===== src/rtl/drr_pifo_pkg.sv =====
// Shared DRR/PIFO definitions: entry layout {tag, overflow, round, addr} and dequeue FSM states.
package drr_pifo_pkg;

  localparam int PIFO_OVERFLOW_WIDTH = 1;
  localparam int PIFO_ROUND_WIDTH    = 18;
  localparam int PIFO_ADDR_WIDTH     = 12;
  localparam int PIFO_WIDTH          = 1 + PIFO_OVERFLOW_WIDTH + PIFO_ROUND_WIDTH + PIFO_ADDR_WIDTH;
  localparam int POP_TIMEOUT         = 15;

  localparam int ADDR_LSB  = 0;
  localparam int ROUND_LSB = ADDR_LSB + PIFO_ADDR_WIDTH;
  localparam int OVF_LSB   = ROUND_LSB + PIFO_ROUND_WIDTH;
  localparam int TAG_LSB   = OVF_LSB + PIFO_OVERFLOW_WIDTH;

  typedef enum logic [1:0] {
    ST_IDLE   = 2'd0,
    ST_WAIT   = 2'd1,
    ST_DECODE = 2'd2,
    ST_EMIT   = 2'd3
  } deq_state_e;

endpackage


===== src/rtl/pifo_entry_decode.sv =====
// Splits a PIFO entry and classifies its rank against global virtual time.
module pifo_entry_decode
  import drr_pifo_pkg::*;
#(
  parameter int OVF_W   = PIFO_OVERFLOW_WIDTH,
  parameter int ROUND_W = PIFO_ROUND_WIDTH,
  parameter int ADDR_W  = PIFO_ADDR_WIDTH,
  parameter int ENT_W   = PIFO_WIDTH
) (
  input  logic [ENT_W-1:0]   entry,
  input  logic [OVF_W-1:0]   ovf_g,
  input  logic [ROUND_W-1:0] round_g,
  output logic               tag,
  output logic [OVF_W-1:0]   ovf,
  output logic [ROUND_W-1:0] round,
  output logic [ADDR_W-1:0]  addr,
  output logic               wrap,
  output logic               advance,
  output logic               stale
);

  localparam int RND_LO = ADDR_W;
  localparam int OVF_LO = RND_LO + ROUND_W;
  localparam int TAG_LO = OVF_LO + OVF_W;

  assign tag   = entry[TAG_LO];
  assign ovf   = entry[OVF_LO +: OVF_W];
  assign round = entry[RND_LO +: ROUND_W];
  assign addr  = entry[0 +: ADDR_W];

  // Epoch change is detected by equality only; rounds compare unsigned within an epoch.
  assign wrap    = tag && (ovf != ovf_g);
  assign advance = tag && (ovf == ovf_g) && (round >= round_g);
  assign stale   = tag && (ovf == ovf_g) && (round <  round_g);

endmodule


===== src/rtl/drr_pifo_dequeue_tracker.sv =====
// Dequeue side of the DRR PIFO: pops one entry per egress request, returns its address
// and tracks the global virtual time fed back to the enqueue-side rank engine.
module drr_pifo_dequeue_tracker
  import drr_pifo_pkg::*;
#(
  parameter int PIFO_OVERFLOW_WIDTH = drr_pifo_pkg::PIFO_OVERFLOW_WIDTH,
  parameter int PIFO_ROUND_WIDTH    = drr_pifo_pkg::PIFO_ROUND_WIDTH,
  parameter int PIFO_ADDR_WIDTH     = drr_pifo_pkg::PIFO_ADDR_WIDTH,
  parameter int PIFO_WIDTH          = drr_pifo_pkg::PIFO_WIDTH,
  parameter int POP_TIMEOUT         = drr_pifo_pkg::POP_TIMEOUT
) (
  input  logic                           clk,
  input  logic                           rstn,
  input  logic                           deq_req_valid,
  output logic                           deq_req_ready,
  output logic                           deq_resp_valid,
  output logic                           deq_resp_ok,
  output logic [PIFO_ADDR_WIDTH-1:0]     deq_resp_addr,
  input  logic                           pifo_empty,
  output logic                           pifo_pop,
  input  logic                           pifo_pop_valid,
  input  logic [PIFO_WIDTH-1:0]          pifo_pop_data,
  output logic                           last_pifo_valid,
  output logic [PIFO_OVERFLOW_WIDTH-1:0] last_pifo_overflow,
  output logic [PIFO_ROUND_WIDTH-1:0]    last_pifo_round,
  output logic [15:0]                    stale_cnt
);

  localparam int CNT_W = $clog2(POP_TIMEOUT + 1);

  deq_state_e                     state;
  logic [CNT_W-1:0]               wait_cnt;
  logic [PIFO_WIDTH-1:0]          ent_q;
  logic                           pend_ok;
  logic [PIFO_ADDR_WIDTH-1:0]     pend_addr;

  logic                           d_tag, d_wrap, d_adv, d_stale;
  logic [PIFO_OVERFLOW_WIDTH-1:0] d_ovf;
  logic [PIFO_ROUND_WIDTH-1:0]    d_round;
  logic [PIFO_ADDR_WIDTH-1:0]     d_addr;

  pifo_entry_decode #(
    .OVF_W   (PIFO_OVERFLOW_WIDTH),
    .ROUND_W (PIFO_ROUND_WIDTH),
    .ADDR_W  (PIFO_ADDR_WIDTH),
    .ENT_W   (PIFO_WIDTH)
  ) u_dec (
    .entry   (ent_q),
    .ovf_g   (last_pifo_overflow),
    .round_g (last_pifo_round),
    .tag     (d_tag),
    .ovf     (d_ovf),
    .round   (d_round),
    .addr    (d_addr),
    .wrap    (d_wrap),
    .advance (d_adv),
    .stale   (d_stale)
  );

  always_ff @(posedge clk or negedge rstn) begin
    if (!rstn) begin
      state              <= ST_IDLE;
      wait_cnt           <= '0;
      ent_q              <= '0;
      pend_ok            <= 1'b0;
      pend_addr          <= '0;
      deq_req_ready      <= 1'b1;
      deq_resp_valid     <= 1'b0;
      deq_resp_ok        <= 1'b0;
      deq_resp_addr      <= '0;
      pifo_pop           <= 1'b0;
      last_pifo_valid    <= 1'b0;
      last_pifo_overflow <= '0;
      last_pifo_round    <= '0;
      stale_cnt          <= '0;
    end else begin
      pifo_pop        <= 1'b0;
      deq_resp_valid  <= 1'b0;
      last_pifo_valid <= 1'b0;
      case (state)
        ST_IDLE: begin
          if (deq_req_valid) begin
            deq_req_ready <= 1'b0;
            if (pifo_empty) begin
              pend_ok   <= 1'b0;
              pend_addr <= '0;
              state     <= ST_EMIT;
            end else begin
              pifo_pop <= 1'b1;
              wait_cnt <= '0;
              state    <= ST_WAIT;
            end
          end
        end
        ST_WAIT: begin
          // A response on the timeout cycle still wins over the abort.
          if (pifo_pop_valid) begin
            ent_q <= pifo_pop_data;
            state <= ST_DECODE;
          end else if (wait_cnt == CNT_W'(POP_TIMEOUT)) begin
            pend_ok   <= 1'b0;
            pend_addr <= '0;
            state     <= ST_EMIT;
          end else begin
            wait_cnt <= wait_cnt + 1'b1;
          end
        end
        ST_DECODE: begin
          pend_ok   <= d_tag;
          pend_addr <= d_tag ? d_addr : '0;
          if (d_wrap || d_adv) begin
            last_pifo_overflow <= d_ovf;
            last_pifo_round    <= d_round;
            last_pifo_valid    <= 1'b1;
          end
          if (d_stale && (stale_cnt != 16'hFFFF))
            stale_cnt <= stale_cnt + 16'd1;
          state <= ST_EMIT;
        end
        ST_EMIT: begin
          deq_resp_valid <= 1'b1;
          deq_resp_ok    <= pend_ok;
          deq_resp_addr  <= pend_addr;
          deq_req_ready  <= 1'b1;
          state          <= ST_IDLE;
        end
        default: state <= ST_IDLE;
      endcase
    end
  end

endmodule

===== config.mk =====
export PLATFORM = sky130hd
export DESIGN_NAME = drr_pifo_dequeue_tracker
export DESIGN_NICKNAME = d
export VERILOG_FILES = /design/src/rtl/drr_pifo_pkg.sv /design/src/rtl/pifo_entry_decode.sv /design/src/rtl/drr_pifo_dequeue_tracker.sv
export SDC_FILE = /design/constraint.sdc
export NUM_CORES = 1
export LEC_CHECK = 0
export ABC_AREA = 1
export BUFFER_PORTS_ARGS = -buffer_cell sky130_fd_sc_hd__buf_2
export CAP_MARGIN = 20
export CELL_PAD_IN_SITES_DETAIL_PLACEMENT = 1
export CELL_PAD_IN_SITES_GLOBAL_PLACEMENT = 1
export CORE_MARGIN = 2
export CORE_UTILIZATION = 35
export CTS_CLUSTER_SIZE = 24
export DETAILED_ROUTE_END_ITERATION = 16
export PLACE_DENSITY = 0.74
export SYNTH_ARGS = -nofsm -noshare
export SYNTH_HDL_FRONTEND = slang
export SYNTH_SLANG_ARGS = --single-unit

===== constraint.sdc =====
create_clock -name clk -period 1.7 [get_ports clk]
set_input_delay 0.085 -clock clk [delete_from_list [all_inputs] [get_ports clk]]
set_output_delay 0.085 -clock clk [all_outputs]
set_load 0.005 [all_outputs]

==> reports/qor.yml <==
timing:
  hold_viol_final: 0
  skew_ns: 0.00849
  fmax_mhz: 516
  max_slew.worst_pin.slew_ns: 0.455
  max_slew_margin_pct: 69.7
  fin_crit_ns: 1.94
  whs_ns: 0.0102
  rsz0062_at_grt: "true"
  setup_viol_count_final: 43
  layout_setup_ws_ns: -0.240
  drv_slew: 0
  final.period_utilization_pct: 114
pwr:
  p_leak_uw: 0.00357
  seq_power_share_pct: 29.0
  power.share.clock_pct: 15.7
  cellPowerDensity_nw_per_um2: 1890
  swShare_pct: 42.2
  intPower_uw: 8030
  report.power.total_uw: 13900
  comb_power_share_pct: 55.3
  switching_power_uw: 5870
  peakVddDrop_v: 0.000829
hold_path:
  min_path_type: "input port to register"
  hold_path.startpoint: "pifo_pop_data[5]"
  hold_depth: 3
clock_tree:
  clock_latency_ns: 0.36
  cts_made_buffers: 9
  cts_sinks: 103
  path_clk_slew_ns: 0.08
  clock_tree.buffer_depth: 2
  cts_tree: "built"
  cts_htree_levels: 3
  cts_root_buf: "clkbuf_16"
finish:
  antenna_cells: 0
  fin_area_um2: 7340
  fin_nets: 793
  area_delta_synth_final_pct: 48.6
  drive_above_1_share_pct: 42.1
  stdcell_count: 917
  nFillCells: 1553
grt:
  gr-usage-all-layers_pct: 20.6
  grt_pass1_vias: 4896
  grt_antenna_before_repair: 0
  grt_start_max_net_pins: 30
  grt-ovfl-total: 0
  grt_pass1_wl_mm: 23.7
setup_path:
  reg2reg_depth: 13
  crit_fanout: 7
  path_cells: "inv_1 -> ha_4 -> nand2_2 -> nor2_4 -> inv_2 -> nor2_1 -> nand3_1 -> nand2_1 -> inv_2 -> nand2_8 -> nand2_4 -> nand2_1 -> nand2_1"
  crit_start: "last_pifo_round[7]"
  critical_path.slowest_cell: "dfrtp_1"
  critPathLaunchType: "register"
  crit_required_ns: 1.94
  path_common_cell: "nand2_1"
  arrival_ns: 2.18
  max_stage_delay_ns: 0.37
  cp-end-kind: "register"
  r2r_start: "last_pifo_round[7]"
  crit_type: "register to register"
synthesis:
  synthFlopType: "dfrtp_1"
  async_flop_share_pct: 100
  ys_seq_area_share_pct: 52.2
  ys_ff_latch: 103
  synth-edff-count: 0
  yosysTopAreaCell: "dfrtp_1"
  synthesis.area_um2: 4940
  synth_area_leaders: "dfrtp_1 52%, nand2_1 9.8%, ha_1 6.1%"
  synth_area_per_cell_um2: 9.25
  syn-num-nets: 595
  syn_inst: 534
  synth_cell_types: 32
  synth_top_area_share_pct: 51.7
  synth_most_common_cell: "nand2_1"
  ys.warnings.count: 0
  synth_common_cells: "129 x nand2_1, 102 x dfrtp_1, 66 x inv_1"
run_status:
  outcome: "finished with violations"
  failed_checks: "negative setup slack"
floorplanning:
  start_util_pct: 35.7
  core_um2: 13800
  fp.dieW_um: 123
  ios: 89
  die_y_um: 123
  row_count: 43
  die_area_um2: 15100
placed_design:
  dp.cells: 852
  gp_congestion: 0.816
  hpwl_mm: 9.79
  dpl-instance-area_um2: 6090
  port_buffers: 88
routing:
  drcViolationCount: 0
  drt_iter0_drc: 139
  wire_per_inst_um: 17.1
  num_vias: 4394
  viasPerCell: 4.79
  wl_mm: 15.7
  dr.pass1.iters: 5
  antenna_left: 0
flow_run:
  max-cap-violations: 0
-- power groups by stage --
stage / clock [uW] / sequential [uW] / combinational (uW)
after detailed placement: 0 / 3940 / 5580
after global placement: 0 / 3870 / 5320
after global routing: 2310 / 4120 / 8380
after floorplan: 0 / 3920 / 3110
after CTS: 2210 / 3920 / 6480
final: 2180 / 4030 / 7690
-- cell usage in the layout (no fill, tap or decap), types with 4 or more instances in the layout --
cell | synthesis | final
nand3_4 | 0 | 4
o21ai_1 | 2 | 4
nand2_1 | 129 | 101
dfrtp_1 | 102 | 100
xnor2_1 | 11 | 10
inv_2 | 0 | 18
ha_1 | 24 | 9
nor2_4 | 1 | 6
buf_6 | 1 | 6
ha_4 | 0 | 15
inv_1 | 66 | 48
nor3_1 | 4 | 4
nand2_2 | 1 | 27
a21oi_1 | 19 | 14
buf_4 | 3 | 67
clkbuf_16 | 0 | 9
mux2_2 | 25 | 25
nand3_1 | 50 | 39
nor2_1 | 29 | 25
nand3_2 | 1 | 8
o21ai_0 | 27 | 21
a21oi_2 | 1 | 5
dlygate4sd3_1 | 0 | 33
o22ai_1 | 7 | 7
buf_2 | 3 | 88
buf_12 | 0 | 4
xor2_1 | 5 | 5
-- timing repair --
| item | in CTS | in global routing |
|---|---|---|
| hold endpoints to repair | 56 | 0 |
| buffers inserted | 3 | 10 |
| pin swaps | 21 | 23 |
| setup endpoints to repair | 50 | 60 |
| gates resized for setup | 39 | 77 |
| hold buffers | 33 | 0 |
| gates cloned | 2 | 2 |
-- sequential cells by signal, indices dropped and copies added (netlist names) --
name                flops
ent_q                  32
last_pifo_round        18
stale_cnt              16
deq_resp_addr          12
pend_addr              12
wait_cnt                4
state                   2
deq_req_ready           1
deq_resp_ok             1
deq_resp_valid          1
last_pifo_overflow      1
last_pifo_valid         1
pend_ok                 1
pifo_pop                1
-- cells by family (layout without fill, tap and decap cells) --
group	count (synthesis)	in the layout	share of synthesized area, %
buf+inv	83	284	6.76
flops	103	103	52.2
simple gates	223	225	19.8
xor+xnor	16	16	2.84
mux	25	25	5.70
compound gates	60	60	6.56
fa+ha+maj	24	24	6.08
-- stage by stage --
step                setup TNS [ns]  setup WS, ns  utilization (%)
finish                       -6.78        -0.240             53.1
global route                -12.50        -0.365             53.1
CTS                          -4.55        -0.168             50.4
detailed placement           -5.80        -0.201             44.0
global placement             -2.67        -0.113             44.0
floorplan                   -0.699       -0.0570                -
-- final timing paths --
check / to / slack, ns
setup / recovery: last_pifo_round[16] / -0.24
hold / removal: ent_q[5] / 0.01
min in group asynchronous: ent_q[15] / 0.21
setup reg to reg: last_pifo_round[16] / -0.24
hold reg to reg: deq_resp_addr[7] / 0.49
max in group asynchronous: deq_req_ready / 0.91
-- worst max-delay path: cells and delay by family (launching register included) --
family,cells,cell delay [ns]
and+or+nand+nor,9,0.96
adders and majority gates,1,0.28
buffers and inverters,3,0.22
DFF,1,0.37
-- area by class of cell --
type                       instances  area, um2  area share, %
multi-input combinational        350       2500           34.1
clock inverter                     7       88.8           1.21
inverter                          68        255           3.48
clock buffer                       9        225           3.07
sequential                       103       2580           35.2
tap                              180        225           3.07
timing repair buffer             200       1460           19.9
-- metal layers --
metal | global-route usage (%) | up-vias | share of wire (%)
li1 | - | 2123 | -
met1 | 24.3 | 2176 | 41
met2 | 36.3 | 73 | 54
met3 | 4.32 | 22 | 2.9
met4 | 8.12 | 0 | 1.9
met5 | 0 | - | 0
Power figures use the tool's default switching activity.
